--- config.mk ---
export PLATFORM = sky130hd
export DESIGN_NAME = peripheral_bus
export DESIGN_NICKNAME = d
export VERILOG_FILES = /design/src/rtl/peripheral_bus.sv
export SDC_FILE = /design/constraint.sdc
export NUM_CORES = 1
export LEC_CHECK = 0
export CORE_MARGIN = 3
export CORE_UTILIZATION = 46
export DETAILED_ROUTE_END_ITERATION = 7
export GPL_TIMING_DRIVEN = 0
export PLACE_DENSITY = 0.77
export SETUP_SLACK_MARGIN = 0.4
export SLEW_MARGIN = 20
export SYNTH_ARGS = -nofsm -noshare
export SYNTH_HDL_FRONTEND = slang
export SYNTH_SLANG_ARGS = --single-unit
export TNS_END_PERCENT = 5
--- constraint.sdc ---
create_clock -name clk -period 2.03 [get_ports clk]
set_input_delay 0.3045 -clock clk [delete_from_list [all_inputs] [get_ports clk]]
set_output_delay 0.3045 -clock clk [all_outputs]
set_load 0.02 [all_outputs]
--- src/rtl/peripheral_bus.sv ---
// peripheral_bus: CPU-data-bus responder for the peripheral register window.
// Holds a reloadable 32-bit timer with interrupt, LED and 7-segment output
// registers, a 2-flop synchronised switch input and an optional free-running
// cycle counter.
// Optional feature: define PERIPH_SYSTICK_EN to instantiate the SYSTICK counter
// at index 6; without it index 6 reads 0.
// Register map (word index = addr[4:2]):
//   0 TH, 1 TL, 2 TCON[2:0], 3 LED, 4 SWITCH (read-only), 5 DIGI,
//   6 SYSTICK (read-only, optional), 7 reserved.
module peripheral_bus #(
    parameter logic [31:0] BASE_ADDR = 32'h40000000,
    parameter int          LED_W     = 8,
    parameter int          SW_W      = 8
) (
    input  logic             clk,
    input  logic             reset,
    input  logic             rd,
    input  logic             wr,
    input  logic [31:0]      addr,
    input  logic [31:0]      wdata,
    output logic [31:0]      rdata,
    input  logic [SW_W-1:0]  switch,
    output logic [LED_W-1:0] led,
    output logic [11:0]      digi,
    output logic             irqout
);

    localparam int         NUM_REGS = 8;
    localparam logic [2:0] IDX_TH   = 3'd0;
    localparam logic [2:0] IDX_TL   = 3'd1;
    localparam logic [2:0] IDX_TCON = 3'd2;
    localparam logic [2:0] IDX_LED  = 3'd3;
    localparam logic [2:0] IDX_SW   = 3'd4;
    localparam logic [2:0] IDX_DIGI = 3'd5;
    localparam logic [2:0] IDX_TICK = 3'd6;
    localparam logic [2:0] IDX_RSVD = 3'd7;

    // ------------------------------------------------------------------
    // Address decode: window is 32 bytes, byte offset bits are don't-care
    // ------------------------------------------------------------------
    logic       hit;
    logic [2:0] index;
    logic       unused_addr_bits;

    assign hit              = (addr[31:5] == BASE_ADDR[31:5]);
    assign index            = addr[4:2];
    assign unused_addr_bits = ^addr[1:0];

    // One write-select line per register slot
    logic [NUM_REGS-1:0] wr_sel;

    generate
        for (genvar gi = 0; gi < NUM_REGS; gi++) begin : g_wr_sel
            assign wr_sel[gi] = wr && hit && (index == 3'(gi));
        end
    endgenerate

    // ------------------------------------------------------------------
    // Register state
    // ------------------------------------------------------------------
    logic [31:0]      th_reg,   th_next;
    logic [31:0]      tl_reg,   tl_next;
    logic [2:0]       tcon_reg, tcon_next;
    logic [LED_W-1:0] led_reg,  led_next;
    logic [11:0]      digi_reg, digi_next;
    logic [SW_W-1:0]  sw_meta_reg;
    logic [SW_W-1:0]  sw_sync_reg;
    logic [31:0]      systick_view;

    logic timer_run;
    logic irq_enable;
    logic reload;
    logic reload_set;

    assign timer_run  = tcon_reg[0];
    assign irq_enable = tcon_reg[1];
    // Reload happens instead of wrapping when the counter sits at all-ones
    assign reload     = timer_run && (tl_reg == 32'hFFFF_FFFF);
    assign reload_set = reload && irq_enable;

    // Next-state for timer and output registers; CPU writes override the timer
    always_comb begin
        th_next   = wr_sel[IDX_TH] ? wdata : th_reg;

        tl_next   = tl_reg;
        if (wr_sel[IDX_TL]) begin
            tl_next = wdata;
        end else if (timer_run) begin
            // Reload always uses the current TH, even if TH is written this cycle
            tl_next = reload ? th_reg : (tl_reg + 32'd1);
        end

        // Hardware status set is OR-ed in so a simultaneous software clear
        // cannot lose an interrupt
        if (wr_sel[IDX_TCON]) begin
            tcon_next = {wdata[2] | reload_set, wdata[1:0]};
        end else begin
            tcon_next = {tcon_reg[2] | reload_set, tcon_reg[1:0]};
        end

        led_next  = wr_sel[IDX_LED]  ? wdata[LED_W-1:0] : led_reg;
        digi_next = wr_sel[IDX_DIGI] ? wdata[11:0]      : digi_reg;
    end

    // State register with asynchronous active-low clear
    always_ff @(posedge clk or negedge reset) begin
        if (!reset) begin
            th_reg   <= 32'h0;
            tl_reg   <= 32'h0;
            tcon_reg <= 3'h0;
            led_reg  <= '0;
            digi_reg <= 12'h0;
        end else begin
            th_reg   <= th_next;
            tl_reg   <= tl_next;
            tcon_reg <= tcon_next;
            led_reg  <= led_next;
            digi_reg <= digi_next;
        end
    end

    // Two-flop synchroniser for the asynchronous board switches
    always_ff @(posedge clk or negedge reset) begin
        if (!reset) begin
            sw_meta_reg <= '0;
            sw_sync_reg <= '0;
        end else begin
            sw_meta_reg <= switch;
            sw_sync_reg <= sw_meta_reg;
        end
    end

`ifdef PERIPH_SYSTICK_EN
    logic [31:0] systick_reg;

    // Free-running cycle counter, wraps naturally at 2^32
    always_ff @(posedge clk or negedge reset) begin
        if (!reset) begin
            systick_reg <= 32'h0;
        end else begin
            systick_reg <= systick_reg + 32'd1;
        end
    end

    assign systick_view = systick_reg;
`else
    assign systick_view = 32'h0;
`endif

    // ------------------------------------------------------------------
    // Read path: purely combinational, shows pre-write values
    // ------------------------------------------------------------------
    logic [31:0] reg_view [NUM_REGS];

    // Zero-extended view of every register slot
    always_comb begin
        reg_view[IDX_TH]   = th_reg;
        reg_view[IDX_TL]   = tl_reg;
        reg_view[IDX_TCON] = {29'h0, tcon_reg};
        reg_view[IDX_LED]  = 32'(led_reg);
        reg_view[IDX_SW]   = 32'(sw_sync_reg);
        reg_view[IDX_DIGI] = {20'h0, digi_reg};
        reg_view[IDX_TICK] = systick_view;
        reg_view[IDX_RSVD] = 32'h0;
    end

    assign rdata  = (rd && hit) ? reg_view[index] : 32'h0;

    assign led    = led_reg;
    assign digi   = digi_reg;
    // Interrupt comes straight from flops: no bus-to-irq combinational path
    assign irqout = tcon_reg[1] & tcon_reg[2];

endmodule

# Yosys cells after proc, flatten, opt, wreduce, memory -nomap -nowiden
# Index checks and enable logic that the tools add are counted.
dict set report word_totals {
  register_bits 103
  output_inout_bits 53
  wordCells 39
}
dict set report classes {
  add_sub_neg 1
  n_lt_le_gt_ge 1
  n_eq_ne 6
  mux 8
  bitwise_logic 4
  n_reduce_logical 11
}
# operator n
set op_table {}
lappend op_table {{32-bit two-way mux} 6}
lappend op_table {{32-bit binary-select mux with 3-bit select} 1}
lappend op_table {{32-bit by 1-bit adder with 32-bit output, second input constant} 1}
lappend op_table {{32-bit equality test, second input constant} 1}
lappend op_table {{27-bit by 26-bit equality test with 1-bit output, second input constant} 1}
lappend op_table {{1-bit logical AND} 9}
lappend op_table {{3-bit by 2-bit equality test with 1-bit output, second input constant} 2}
lappend op_table {{4-bit greater-or-equal comparator, second input constant} 1}
lappend op_table {{3-bit NOT with 4-bit output} 1}
lappend op_table {{3-bit by 1-bit equality test with 1-bit output, second input constant} 1}
lappend op_table {{3-bit equality test, second input constant} 1}
lappend op_table {{3-bit logical NOT} 1}
lappend op_table {{3-bit two-way mux} 1}
lappend op_table {{1-bit bitwise OR} 2}
lappend op_table {{2-bit nonzero test} 1}
lappend op_table {{1-bit bitwise AND} 1}

# Logic depth before layout (Yosys ltp)
dict set report logic_depth {
  word_depth 5
  depth_mapped 8
}

# Worst setup path after synthesis
# Ideal clock, no wire load.
dict set report synth_timing {
  path_kind {input -> output}
  start {input addr[6]}
  end {output rdata[10]}
  t_arrival_ps 1836
  required_ps 1725
  path_slack_ps -111
  path_stages 6
  n_path_buf 1
  cell_sequence {nor4_1 -> nand4_1 -> nor2_1 -> nand2_1 -> clkbuf_1 -> nor3_1}
}
dict set report synth_via {
  elab_chain_len 3
}
# element line
set synth_rtl {}
lappend synth_rtl {{from (decl)} 19} ;# input logic [31:0] addr,
lappend synth_rtl {{27-bit by 26-bit equality test with 1-bit output} 45} ;# assign hit = (addr[31:5] == BASE_ADDR[31:5]);
lappend synth_rtl {{1-bit logical AND} 167} ;# assign rdata = (rd && hit) ? reg_view[index] : 32'h0;
lappend synth_rtl {{32-bit two-way mux} 167}
lappend synth_rtl {{to (decl)} 21} ;# output logic [31:0] rdata,
# No other way between the ends.

# Final worst setup path
dict set report layout_timing {
  start {register tl_reg[16]}
  end {register tl_reg[11]}
}
dict set report layout_via {
  elab_chain_len 5
}
# element line
set layout_rtl {}
lappend layout_rtl {{from (decl)} 62} ;# logic [31:0] tl_reg, tl_next;
lappend layout_rtl {{from (signal assigned)} 115} ;# tl_reg <= tl_next;
lappend layout_rtl {{32-bit equality test} 78} ;# assign reload = timer_run && (tl_reg == 32'hFFFF_FFFF);
lappend layout_rtl {{1-bit logical AND} 78}
lappend layout_rtl {{32-bit two-way mux} 90} ;# tl_next = reload ? th_reg : (tl_reg + 32'd1);
lappend layout_rtl {{32-bit two-way mux} 88} ;# end else if (timer_run) begin
lappend layout_rtl {{32-bit two-way mux} 86} ;# if (wr_sel[IDX_TL]) begin
# No other way between the ends. The select of a mux whose other input is x is not followed.
# A chain may end at the register's enable or synchronous reset.

==> run_results.csv <==
group,metric,value,unit
setup_path,slowest_delay,550,ps
sta,fin_ws,-50.8,ps
setup_path,path_depth,7,
yosys,synth_edf_count,0,
floorplan,coreArea,12100,µm²
yosys,synth_compound_gate_area_share,0.122,
placed_design,portBuffers,125,
clocking,clock_sinks,103,
sta,worst_pin_slew,609,ps
yosys,synth_xor_area_frac,0.0106,
power_and_ir_drop,pwr-share-comb,0.083,
yosys,synth.cell_area,5760,µm²
setup_path,cp.required,2280,ps
drt,route.detailed.drc,0,
clocking,clock_path_buffers,2,
floorplan,ios,129,
power_and_ir_drop,p_leak,3.75,nW
power_and_ir_drop,ir_worst_vdd,0.545,mV
global_routing,grt_usage,0.278,
clocking,clock_latency,370,ps
placed_design,place.gp.congestion,0.895,
drt,avgViaCountPerCell,6.01,
clocking,cts_tree,"yes",
power_and_ir_drop,pwr_density_cell,475,nW/µm²
yosys,synthAdderAreaFrac,0.00217,
yosys,ys_ff_latch,103,
yosys,synthMuxAreaShare,0.190,
power_and_ir_drop,internal-power,3.10,mW
sta,max_freq,481,MHz
placed_design,dpl.hpwl,12.7,mm
clocking,clkTransAtPathRegs,80,ps
layout,fillers,878,
setup_path,ff2ff_path_depth,7,
layout,n_antenna_cell,0,
global_routing,grt_max_degree,80,
sta,whs,350,ps
drt,routed_wl,19.7,mm
placed_design,place_area,7490,µm²
layout,synthToLayoutAreaGrowth,51.9,%
yosys,yosysWarnings,0,
yosys,ys.flop_type,"dfrtp_1",
floorplan,die_w,118,µm
drt,wl_per_cell,21.2,µm
drt,first_iter_violations,552,
placed_design,place_ws,-1210,ps
floorplan,rows,40,
sta,period_needed,2080,ps
setup_path,worstSetupPathType,"register to register",
layout,layout.nets,832,
floorplan,start_util,0.475,
yosys,yosys.area_share.simple,0.186,
yosys,async_reset_ff_frac,1.00,
yosys,avgSynthCellArea,10.2,µm²
setup_path,critPathMaxFanout,10,
sta,rsz0062_at_grt,"yes",
outcome,failed_checks,"negative setup slack",
job,max-cap-violations,0,
floorplan,dieHeight,118,µm
global_routing,grt_pass1_wl,31.1,mm
layout,drive_gt1_frac,0.408,
drt,vias,5581,
global_routing,antenna_found_initial,0,
setup_path,endpoint_kind,"register",
power_and_ir_drop,finalPower,4.16,mW
setup_path,startpoint_type,"register",
yosys,syn_inst,567,
clocking,h-tree-depth,3,
drt,drt_pass1_iterations,5,
placed_design,dp_cells,861,
sta,fin_skew,9.37,ps
layout,fin_area,8740,µm²
global_routing,grt_pass1_vias,5924,
yosys,synth_top_family_by_area,"multiplexers",
worst_hold_path,hold_path_class,"register to register",
yosys,ys_types,55,
yosys,seq_area_frac_synth,0.448,
drt,postRouteAntennaNets,0,
sta,drv_slew,0,
power_and_ir_drop,switching_power,1.06,mW
layout,utilization,0.722,
worst_hold_path,hold_path_depth,0,
power_and_ir_drop,switching_share,0.255,
clocking,clk_root_buffer_cell,"clkbuf_16",
sta,finalSetupViolCount,7,
sta,finalSetupTns,-118,ps
sta,slew_headroom,0.594,
power_and_ir_drop,clkPwrFrac,0.419,
setup_path,crit_buf_inv,2,
setup_path,cp_data_arrival_time,2330,ps
setup_path,path_delay_family,"simple AND/OR/NAND/NOR gates",
setup_path,crit_slowest_cell,"or4_4",
outcome,status,"finished with violations",
yosys,syn_nets,644,
sta,finalHoldViolations,0,
clocking,cts_made_buffers,9,
power_and_ir_drop,seq_power_share,0.498,
setup_path,cp_cell_sequence,"nand3_1, or2_1, or4_4, buf_6, buf_12, mux2i_1, o21ai_1",
floorplan,die_area,13900,µm²
layout,final_cells,928,
global_routing,grt-ovfl-total,0,
sta,post-route-period-util,1.03,
layout by cell type (no fill, tap or decap), types with 5 or more instances in the layout:
cell type / Yosys / final
dlygate4sd2_1: 0 / 23
nor2_2: 0 / 9
o31ai_1: 19 / 18
nor3_4: 0 / 6
nand2_1: 31 / 30
inv_1: 9 / 9
buf_4: 5 / 58
a21oi_1: 16 / 12
nand4_1: 16 / 16
mux2_2: 56 / 28
o21ai_1: 1 / 7
nor3_1: 18 / 10
nor2b_1: 13 / 13
clkbuf_8: 0 / 7
clkdlybuf4s15_1: 0 / 7
nand3_1: 18 / 13
buf_2: 10 / 13
and3_1: 6 / 5
clkbuf_1: 22 / 5
dfrtp_2: 0 / 14
nor2_4: 0 / 18
clkbuf_2: 0 / 6
nor4_4: 0 / 7
mux2_4: 0 / 31
a22oi_1: 24 / 22
clkdlybuf4s50_1: 0 / 43
buf_6: 2 / 36
a31oi_1: 5 / 5
mux2i_1: 36 / 35
o21ai_0: 15 / 9
dfrtp_1: 103 / 89
xnor2_1: 6 / 6
nor2_1: 60 / 33
clkbuf_4: 0 / 8
clkbuf_16: 0 / 13
repair_timing:
item	in CTS	in global routing
resized for setup	446	32
endpoints found under the hold margin	24	0
pin swaps	56	33
buffers inserted	31	15
hold buffers	1	0
gates cloned	4	0
setup endpoints to repair	140	119
worst reg2reg max path: cells and delay by family (launching register included):
family          cells  cell delay [ps]
simple gates        3             1010
flops               1              430
buf+inv             2              310
mux                 1              150
compound gates      1               70
routing by layer:
metal  vias up  global-route usage  part of all wire
met3        47              0.0726             0.071
met4         0              0.0960             0.025
met2       267               0.462              0.50
met1      2786               0.354              0.40
li1       2481                   -                 -
met5         -                   0                 0
path summary, 6_finish.rpt:
path,start,to,slack [ps]
max reg2reg,tl_reg[16],tl_reg[11],-50
min,sw_meta_reg[7],sw_sync_reg[7],350
max,tl_reg[16],tl_reg[11],-50
min in group asynchronous,reset,th_reg[26],380
min reg2reg,sw_meta_reg[7],sw_sync_reg[7],350
max in group asynchronous,reset,tl_reg[8],940
cell families after synthesis:
family | count (synthesis)
AO/OA/AOI/OAI | 102
XOR/XNOR | 7
adder cells (fa/ha/maj) | 1
buffers and inverters | 51
flip-flops | 103
multiplexers | 98
AND/OR/NAND/NOR | 205
synthesized netlist by cell type (6+ instances only):
| cell type | n | area [µm²] |
|---|---|---|
| nor3_1 | 18 | 90.1 |
| inv_1 | 9 | 33.8 |
| buf_2 | 10 | 50.1 |
| a21oi_1 | 16 | 80.1 |
| nor2b_1 | 13 | 81.3 |
| nand2_1 | 31 | 116 |
| nor2_1 | 60 | 225 |
| a22oi_1 | 24 | 180 |
| and3_1 | 6 | 37.5 |
| nand3_1 | 18 | 90.1 |
| o31ai_1 | 19 | 143 |
| xnor2_1 | 6 | 52.6 |
| mux2i_1 | 36 | 360 |
| clkbuf_1 | 22 | 82.6 |
| dfrtp_1 | 103 | 2580 |
| mux2_2 | 56 | 631 |
| nand4_1 | 16 | 100 |
| and4_1 | 7 | 61.3 |
| o21ai_0 | 15 | 75.1 |
| nor4_1 | 14 | 87.6 |
area by class of cell:
type                       count  area (µm²)  area share
buffer                        41         434      0.0496
clock buffer                   9         225      0.0258
clock inverter                 7        61.3     0.00701
inverter                      10        38.8     0.00444
multi-input combinational    413        3560       0.407
sequential                   103        2590       0.297
tap                          168         210      0.0240
timing repair buffer         177        1620       0.185
power by group through the flow:
stage / Combinational, mW / Sequential [mW] / Clock, mW
floorplan: 0.0799 / 2.11 / 0
global placement: 0.305 / 2.11 / 0
detailed placement: 0.318 / 2.11 / 0
CTS: 0.338 / 2.07 / 1.75
global route: 0.370 / 2.07 / 1.83
finish: 0.346 / 2.07 / 1.74
Power figures use the tool's default switching activity.
